**config.mk**
```make
export PLATFORM = sky130hd
export DESIGN_NAME = serial_subtractor_flat
export DESIGN_NICKNAME = d
export VERILOG_FILES = /design/src/rtl/serial_subtractor_if.sv /design/src/rtl/serial_subtractor.sv /design/src/flat_wrapper.sv
export SDC_FILE = /design/constraint.sdc
export NUM_CORES = 1
export LEC_CHECK = 0
export CAP_MARGIN = 15
export CORE_UTILIZATION = 35
export CTS_CLUSTER_DIAMETER = 100
export DETAILED_ROUTE_END_ITERATION = 16
export PLACE_DENSITY = 0.69
export REMOVE_ABC_BUFFERS = 1
export SKIP_LAST_GASP = 1
export SLEW_MARGIN = 20
export SYNTH_ARGS = -nofsm -noshare
export SYNTH_HDL_FRONTEND = slang
export SYNTH_SLANG_ARGS = --single-unit
```
**constraint.sdc**
```tcl
create_clock -name clk -period 2.9 [get_ports clk]
set_input_delay 0.58 -clock clk [delete_from_list [all_inputs] [get_ports clk]]
set_output_delay 0.58 -clock clk [all_outputs]
set_load 0.01 [all_outputs]
```
**src/rtl/serial_subtractor_if.sv**
```systemverilog
// Handshake and operand/result bundle for the bit-serial subtractor.
// The master side issues operations; the slave side is the subtractor.
interface serial_subtractor_if #(
  parameter int WIDTH = 8
);
  logic             start;
  logic [WIDTH-1:0] a;
  logic [WIDTH-1:0] b;
  logic             bin;
  logic             busy;
  logic             done;
  logic [WIDTH-1:0] d;
  logic             bo;
  logic             ovf;

  modport master (
    output start, a, b, bin,
    input  busy, done, d, bo, ovf
  );

  modport slave (
    input  start, a, b, bin,
    output busy, done, d, bo, ovf
  );
endinterface

```
**src/rtl/serial_subtractor.sv**
```systemverilog
// Bit-serial subtractor: d = a - b - bin, LSB first, one bit per clock.
// A single full-subtractor cell with a registered borrow walks the operands;
// the difference bits enter the result register from the MSB side so the
// word is aligned once WIDTH bits have been processed.
module serial_subtractor #(
  parameter int WIDTH = 8
) (
  input  logic                clk,
  input  logic                rst,
  serial_subtractor_if.slave  bus
);

  localparam int CNT_W = (WIDTH > 1) ? $clog2(WIDTH) : 1;

  typedef enum logic [1:0] {
    S_IDLE  = 2'd0,
    S_SHIFT = 2'd1,
    S_DONE  = 2'd2
  } state_t;

  state_t           r_state;
  state_t           w_state_next;

  logic [WIDTH-1:0] r_sa;
  logic [WIDTH-1:0] r_sb;
  logic [WIDTH-1:0] r_res;
  logic [WIDTH-1:0] r_d;
  logic             r_br;
  logic             r_bo;
  logic             r_ovf;
  logic             r_a_msb;
  logic             r_b_msb;
  logic [CNT_W-1:0] r_cnt;

  logic             w_diff;
  logic             w_br_next;
  logic             w_last;
  logic [WIDTH-1:0] w_res_next;
  logic             w_busy;
  logic             w_done;

  // Full-subtractor cell: returns {borrow_out, difference}.
  function automatic logic [1:0] fs_cell(input logic x, input logic y, input logic bi);
    logic diff;
    logic bout;
    diff = x ^ y ^ bi;
    bout = (~x & y) | (~(x ^ y) & bi);
    return {bout, diff};
  endfunction

  assign {w_br_next, w_diff} = fs_cell(r_sa[0], r_sb[0], r_br);
  assign w_res_next          = {w_diff, r_res[WIDTH-1:1]};
  assign w_last              = (r_cnt == CNT_W'(WIDTH - 1));

  // Next-state and handshake outputs decoded from the current state.
  always_comb begin
    w_state_next = r_state;
    w_busy       = 1'b0;
    w_done       = 1'b0;
    case (r_state)
      S_IDLE: begin
        if (bus.start) w_state_next = S_SHIFT;
      end
      S_SHIFT: begin
        w_busy = 1'b1;
        if (w_last) w_state_next = S_DONE;
      end
      S_DONE: begin
        w_done       = 1'b1;
        w_state_next = S_IDLE;
      end
      default: w_state_next = S_IDLE;
    endcase
  end

  // State register; reset aborts any operation in flight.
  always_ff @(posedge clk or posedge rst) begin
    if (rst) r_state <= S_IDLE;
    else     r_state <= w_state_next;
  end

  // Operand capture, serial datapath and held result registers.
  always_ff @(posedge clk or posedge rst) begin
    if (rst) begin
      r_sa    <= '0;
      r_sb    <= '0;
      r_res   <= '0;
      r_d     <= '0;
      r_br    <= 1'b0;
      r_bo    <= 1'b0;
      r_ovf   <= 1'b0;
      r_a_msb <= 1'b0;
      r_b_msb <= 1'b0;
      r_cnt   <= '0;
    end else begin
      case (r_state)
        S_IDLE: begin
          if (bus.start) begin
            r_sa    <= bus.a;
            r_sb    <= bus.b;
            r_br    <= bus.bin;
            r_cnt   <= '0;
            r_a_msb <= bus.a[WIDTH-1];
            r_b_msb <= bus.b[WIDTH-1];
          end
        end
        S_SHIFT: begin
          r_sa  <= {1'b0, r_sa[WIDTH-1:1]};
          r_sb  <= {1'b0, r_sb[WIDTH-1:1]};
          r_br  <= w_br_next;
          r_res <= w_res_next;
          r_cnt <= r_cnt + 1'b1;
          // Final bit: publish the result; d/bo/ovf move only here.
          if (w_last) begin
            r_d   <= w_res_next;
            r_bo  <= w_br_next;
            r_ovf <= (r_a_msb != r_b_msb) && (w_diff != r_a_msb);
          end
        end
        default: ;
      endcase
    end
  end

  assign bus.busy = w_busy;
  assign bus.done = w_done;
  assign bus.d    = r_d;
  assign bus.bo   = r_bo;
  assign bus.ovf  = r_ovf;

endmodule

```
**src/flat_wrapper.sv**
```systemverilog
// flat-port wrapper written by rule: the top's interface ports become plain ports
module serial_subtractor_flat 
#(
  parameter int WIDTH = 8
)
  (clk, rst, bus_start, bus_a, bus_b, bus_bin, bus_busy, bus_done, bus_d, bus_bo, bus_ovf);
  serial_subtractor_if #(.WIDTH(WIDTH)) bus_i ();
  input  logic clk;
  input  logic rst;
  input wire logic [$bits(bus_i.start)-1:0] bus_start;
  input wire logic [$bits(bus_i.a)-1:0] bus_a;
  input wire logic [$bits(bus_i.b)-1:0] bus_b;
  input wire logic [$bits(bus_i.bin)-1:0] bus_bin;
  output wire logic [$bits(bus_i.busy)-1:0] bus_busy;
  output wire logic [$bits(bus_i.done)-1:0] bus_done;
  output wire logic [$bits(bus_i.d)-1:0] bus_d;
  output wire logic [$bits(bus_i.bo)-1:0] bus_bo;
  output wire logic [$bits(bus_i.ovf)-1:0] bus_ovf;
  assign bus_i.start = bus_start;
  assign bus_i.a = bus_a;
  assign bus_i.b = bus_b;
  assign bus_i.bin = bus_bin;
  assign bus_busy = bus_i.busy;
  assign bus_done = bus_i.done;
  assign bus_d = bus_i.d;
  assign bus_bo = bus_i.bo;
  assign bus_ovf = bus_i.ovf;
  serial_subtractor #(.WIDTH(WIDTH)) u_core (.clk(clk), .rst(rst), .bus(bus_i));
endmodule
```
Word level (Yosys, flattened, before mapping)
Cells that the tools add are included.
- latch bits: 0
- flip-flop bits (word level): 42
- memories kept: 0
- memory bits (writable): 0
- word-level logic and storage cells: 46
- ROM bits: 0
- output and inout port bits: 12
- shifts and indexed selects: 0
- divide/modulo/power cells: 0
- add/sub/neg operators: 1
- eq/ne operators: 7
- bitwise gates (word level): 7
- muxes and demuxes: 13
- order comparisons: 0
- reduce and logical (&&, ||, !) cells: 7
- multipliers: 0
- operators with widths (cell ; count):
    case mux 8 bit (2 select lines) ; 2
    two-way mux 8 bit ; 2
    AND reduction 2 bit ; 4
    case mux 3 bit (2 select lines) ; 1
    two-way mux 2 bit ; 2
    case mux 2 bit (2 select lines) ; 1
    adder 3 x 1 -> 3 bit (second input constant) ; 1
    equality test 3 bit (second input constant) ; 1
    two-way mux 1 bit ; 3
    two-way mux 3 bit ; 1
    AND 1 bit ; 2
    equality test 2 x 1 -> 1 bit (second input constant) ; 1
    equality test 2 bit (second input constant) ; 1
    zero test 2 bit ; 1
    inequality test 1 bit ; 2
    inequality test 2 x 1 -> 1 bit (second input constant) ; 1
    inequality test 2 bit (second input constant) ; 1
    NOT 1 bit ; 2
    case mux 1 bit (2 select lines) ; 1
    nonzero test 2 bit ; 1
    bitwise XOR 1 bit ; 2
    logical AND 1 bit ; 1
    OR 1 bit ; 1

Depth between registers and ports, before layout
- depth in word-level cells: 5
- mapped depth: 6
- mapped depth without buffers: 5

Worst setup path after synthesis
OpenSTA, ideal clock, no wires.
- path type: reg-to-output
- from: register u_core.r_state[0]
- to: output port bus_done
- path buffers: 2
- data arrival time: 885 ps
- cell stages (with the launch flop): 4
- setup slack: 1435 ps
- cells stage by stage: dfrtp_1 buf_4 buf_2 nor2b_1
- longest elaborated chain between the ends: 2
- ends and longest elaborated chain (element ; line ; source):
    start, declared ; serial_subtractor.sv:21 ; state_t r_state;
    start signal, assigned ; serial_subtractor.sv:79 ; else r_state <= w_state_next;
    equality test 2 bit ; serial_subtractor.sv:60 ; case (r_state)
    two-way mux 1 bit ; serial_subtractor.sv:60 ;
    end, declared ; flat_wrapper.sv:15 ; output wire logic [$bits(bus_i.done)-1:0] bus_done;
Every way passes these cells.

Worst setup path after layout
- from: register u_core.r_state[1]
- to: output port bus_done
The elaborated chain is that of the path after synthesis.

==> impl_results.md <==
- Wirelength per Cell: 13.5 um
- Synth Area in Simple Gates: 7.71%
- Max Cap Viol: 0
- GPL Wtd Cong: 0.797
- Final setup TNS: 0 ns
- Cell Pwr Density: 995 nW/um^2
- Initial cell density of the core: 36.6%
- Inserted Diodes: 0
- Post-Syn Area: 1750 um^2
- Port Buffer Count: 31
- Area of the multi-input gates: 649 um^2
- Max Fclk: 0.427 GHz
- Most common cell after layout, fill and taps aside: dfrtp_1
- Number of global-route vias before repair: 1,102
- Die width: 72.8 um
- Worst path arrival time: 1.76 ns
- Initial antenna violation count: 0
- TritonCTS clock tree: yes
- Final setup violation count: 0
- Max clock buf depth: 2
- Residual DRC: 0
- Antenna-violating nets left: 0
- Post-Place Cells: 233
- Library cells used by synthesis: 21
- Routed WL: 3250 um
- CTS root buffer: clkbuf_8
- Critical path endpoint category: primary output
- Slew headroom: 53.8%
- Non-Filler Instances: 241
- CTS HTree Levels: 2
- Pre-CTS setup slack: 0.792 ns
- Main combinational cell family by area after synthesis: compound AO/OA/AOI/OAI gates
- Clock-pin slew on the worst setup and hold paths: 0.07 ns
- Most frequent cells in the layout: dfrtp_1, clkdlybuf4s50_1, nand2_1, o21ai_0, a22oi_1
- Hpwl dp: 2360 um
- Clk_lat worst skew: 0.29 ns
- DR vias: 1,163
- Placement-stage cell area: 2120 um^2
- Fin crit period: 2.34 ns
- Ports: 32
- Final net count: 196
- Area Overhead vs Synth: 25.8%
- Layout cells sized above 1: 18.4%
- Die ar.: 5300 um^2
- XOR/XNOR share of the synthesized area: 0%
- CTS buffer count: 5
- Status: complete, no violations
- Final Instance Area: 2200 um^2
- Largest net degree at the start of global routing: 42
- Leakage: 0.963 nW
- Final setup margin: 0.555 ns
- RSZ-0062 raised after global routing: no
- Final hold vios: 0
- Critical Path RT: 2.32 ns
- Number of hold buffers added after CTS: 0
- Total gr overflow: 0
- Final Max Tran Viols: 0
- Reg area: 1030 um^2
- Cells after Synth: 140
- Synth Area per Inst: 12.5 um^2
- GRT Total Usage: 13.5%
- Crit Path Max Fanout: 20
- Pre-Repair DR Iteration Count: 4
- Sequential share of the synthesized area: 58.5%
- Die H: 72.8 um
- Layout Skew: 0.00487 ns
- Crit-path cells: nor2b_1 -> clkdlybuf4s50_1
- Filler Cells Inserted: 452
- Post-synthesis mux area share: 12.6%
- Ys Warns: 0
- #FFs+latches synth: 41
- Slowest stage delay, CP: 0.73 ns
- Max VDD drop: 0.397 mV
- Met3 WL: 161 um
- Worst Tran Pin Value: 0.692 ns
- Fin crit share: 80.8%
- Top sig layer: met4
- # rows: 25
- Synth Area in Compound Gates: 14.1%
- Routed met1 length: 1430 um
- Vias/cell: 4.83
- Global-route wire length before repair: 5380 um
- Adder-cell share of the synthesized area: 2.57%
- Clock sinks: 41
- Post-CTS sizing: 0
- Setup CP Type: reg -> out
- Met2 WL: 1620 um
- Hold Path Class: reg -> reg
- CP max-delay cell: dfrtp_1
- Iteration-0 DRC Markers: 69
- CORE AREA: 4790 um^2
- Critical path launch point type: flop
- Setup bufs post-CTS: 0
==> layout make-up <==
cell class              instances  area share [%]
clock inverters                 2           0.454
inverters                       4           0.681
repair buffers                 36            15.8
well taps                      67            3.80
multi-input cells              85            29.5
clock buffers                   6            3.29
flip-flops and latches         41            46.5
==> path summary, 6_finish.rpt <==
| path | startpoint | to | cells past startpoint | slack [ns] |
|---|---|---|---|---|
| min reg2reg | u_core.r_sb[3] | u_core.r_sb[3] | 2 | 0.48 |
| max | u_core.r_state[1] | bus_done | 2 | 0.56 |
| min | u_core.r_sb[3] | u_core.r_sb[3] | 2 | 0.48 |
| min in group asynchronous | rst | u_core.r_res[2] | 3 | 0.72 |
| max in group asynchronous | rst | u_core.r_sb[0] | 3 | 1.84 |
| max reg2reg | u_core.r_state[0] | u_core.r_sb[1] | 5 | 1.21 |
==> kinds of logic (layout without fill, tap and decap cells) <==
kind of cell,Yosys count,in the layout
buffers and inverters,14,48
AND/OR/NAND/NOR,25,25
AO/OA/AOI/OAI,39,39
adder cells (fa/ha/maj),3,3
flip-flops,41,41
multiplexers,18,18
==> synthesized netlist by cell type, drive strengths merged <==
master   n  area share (%)
dfrtp   41              59
mux2    18              13
nand2   17             3.6
o21ai   17             4.9
a22oi   14             6.0
buf      9             3.4
nor2b    5             2.2
a22o     4             2.0
inv      4            0.86
a21oi    3            0.86
ha       2             1.4
and3b    1            0.50
clkbuf   1            0.21
fa       1             1.1
nand3b   1             1.1
nor2     1            0.21
o21bai   1            0.43
==> metal layers <==
| metal | vias up | track usage (%) |
|---|---|---|
| li1 | 554 | - |
| met4 | 0 | 3.92 |
| met1 | 574 | 17.9 |
| met5 | - | 0 |
| met3 | 5 | 4.28 |
| met2 | 30 | 21.5 |
==> critical path, delay by kind of cell (launching register included) <==
kind,cells,cell delay [ns]
flops,1,0.73
buf+inv,1,0.54
simple gates,1,0.20
==> metrics by stage <==
stage               util [%]  hold WS (ns)  total power, mW
detailed placement      44.3         0.471             1.87
global route            46.1         0.497             2.35
floorplan                  -         0.450             1.50
global placement        44.3         0.462             1.80
CTS                     46.1         0.488             2.22
finish                  46.1         0.484             2.19
==> state kept, by name (all words and copies together), names as in the netlist <==
| name | cells |
|---|---|
| u_core.bus.bo | 1 |
| u_core.bus.d | 8 |
| u_core.bus.ovf | 1 |
| u_core.r_a_msb | 1 |
| u_core.r_b_msb | 1 |
| u_core.r_br | 1 |
| u_core.r_cnt | 3 |
| u_core.r_res | 7 |
| u_core.r_sa | 8 |
| u_core.r_sb | 8 |
| u_core.r_state | 2 |
==> power breakdown <==
group / switching [mW] / total (mW) / internal [mW]
registers: 0.161 / 0.986 / 0.825
logic: 0.360 / 0.857 / 0.497
clock network: 0.184 / 0.350 / 0.167
total: 0.705 / 2.19 / 1.49
Power figures use the tool's default switching activity.
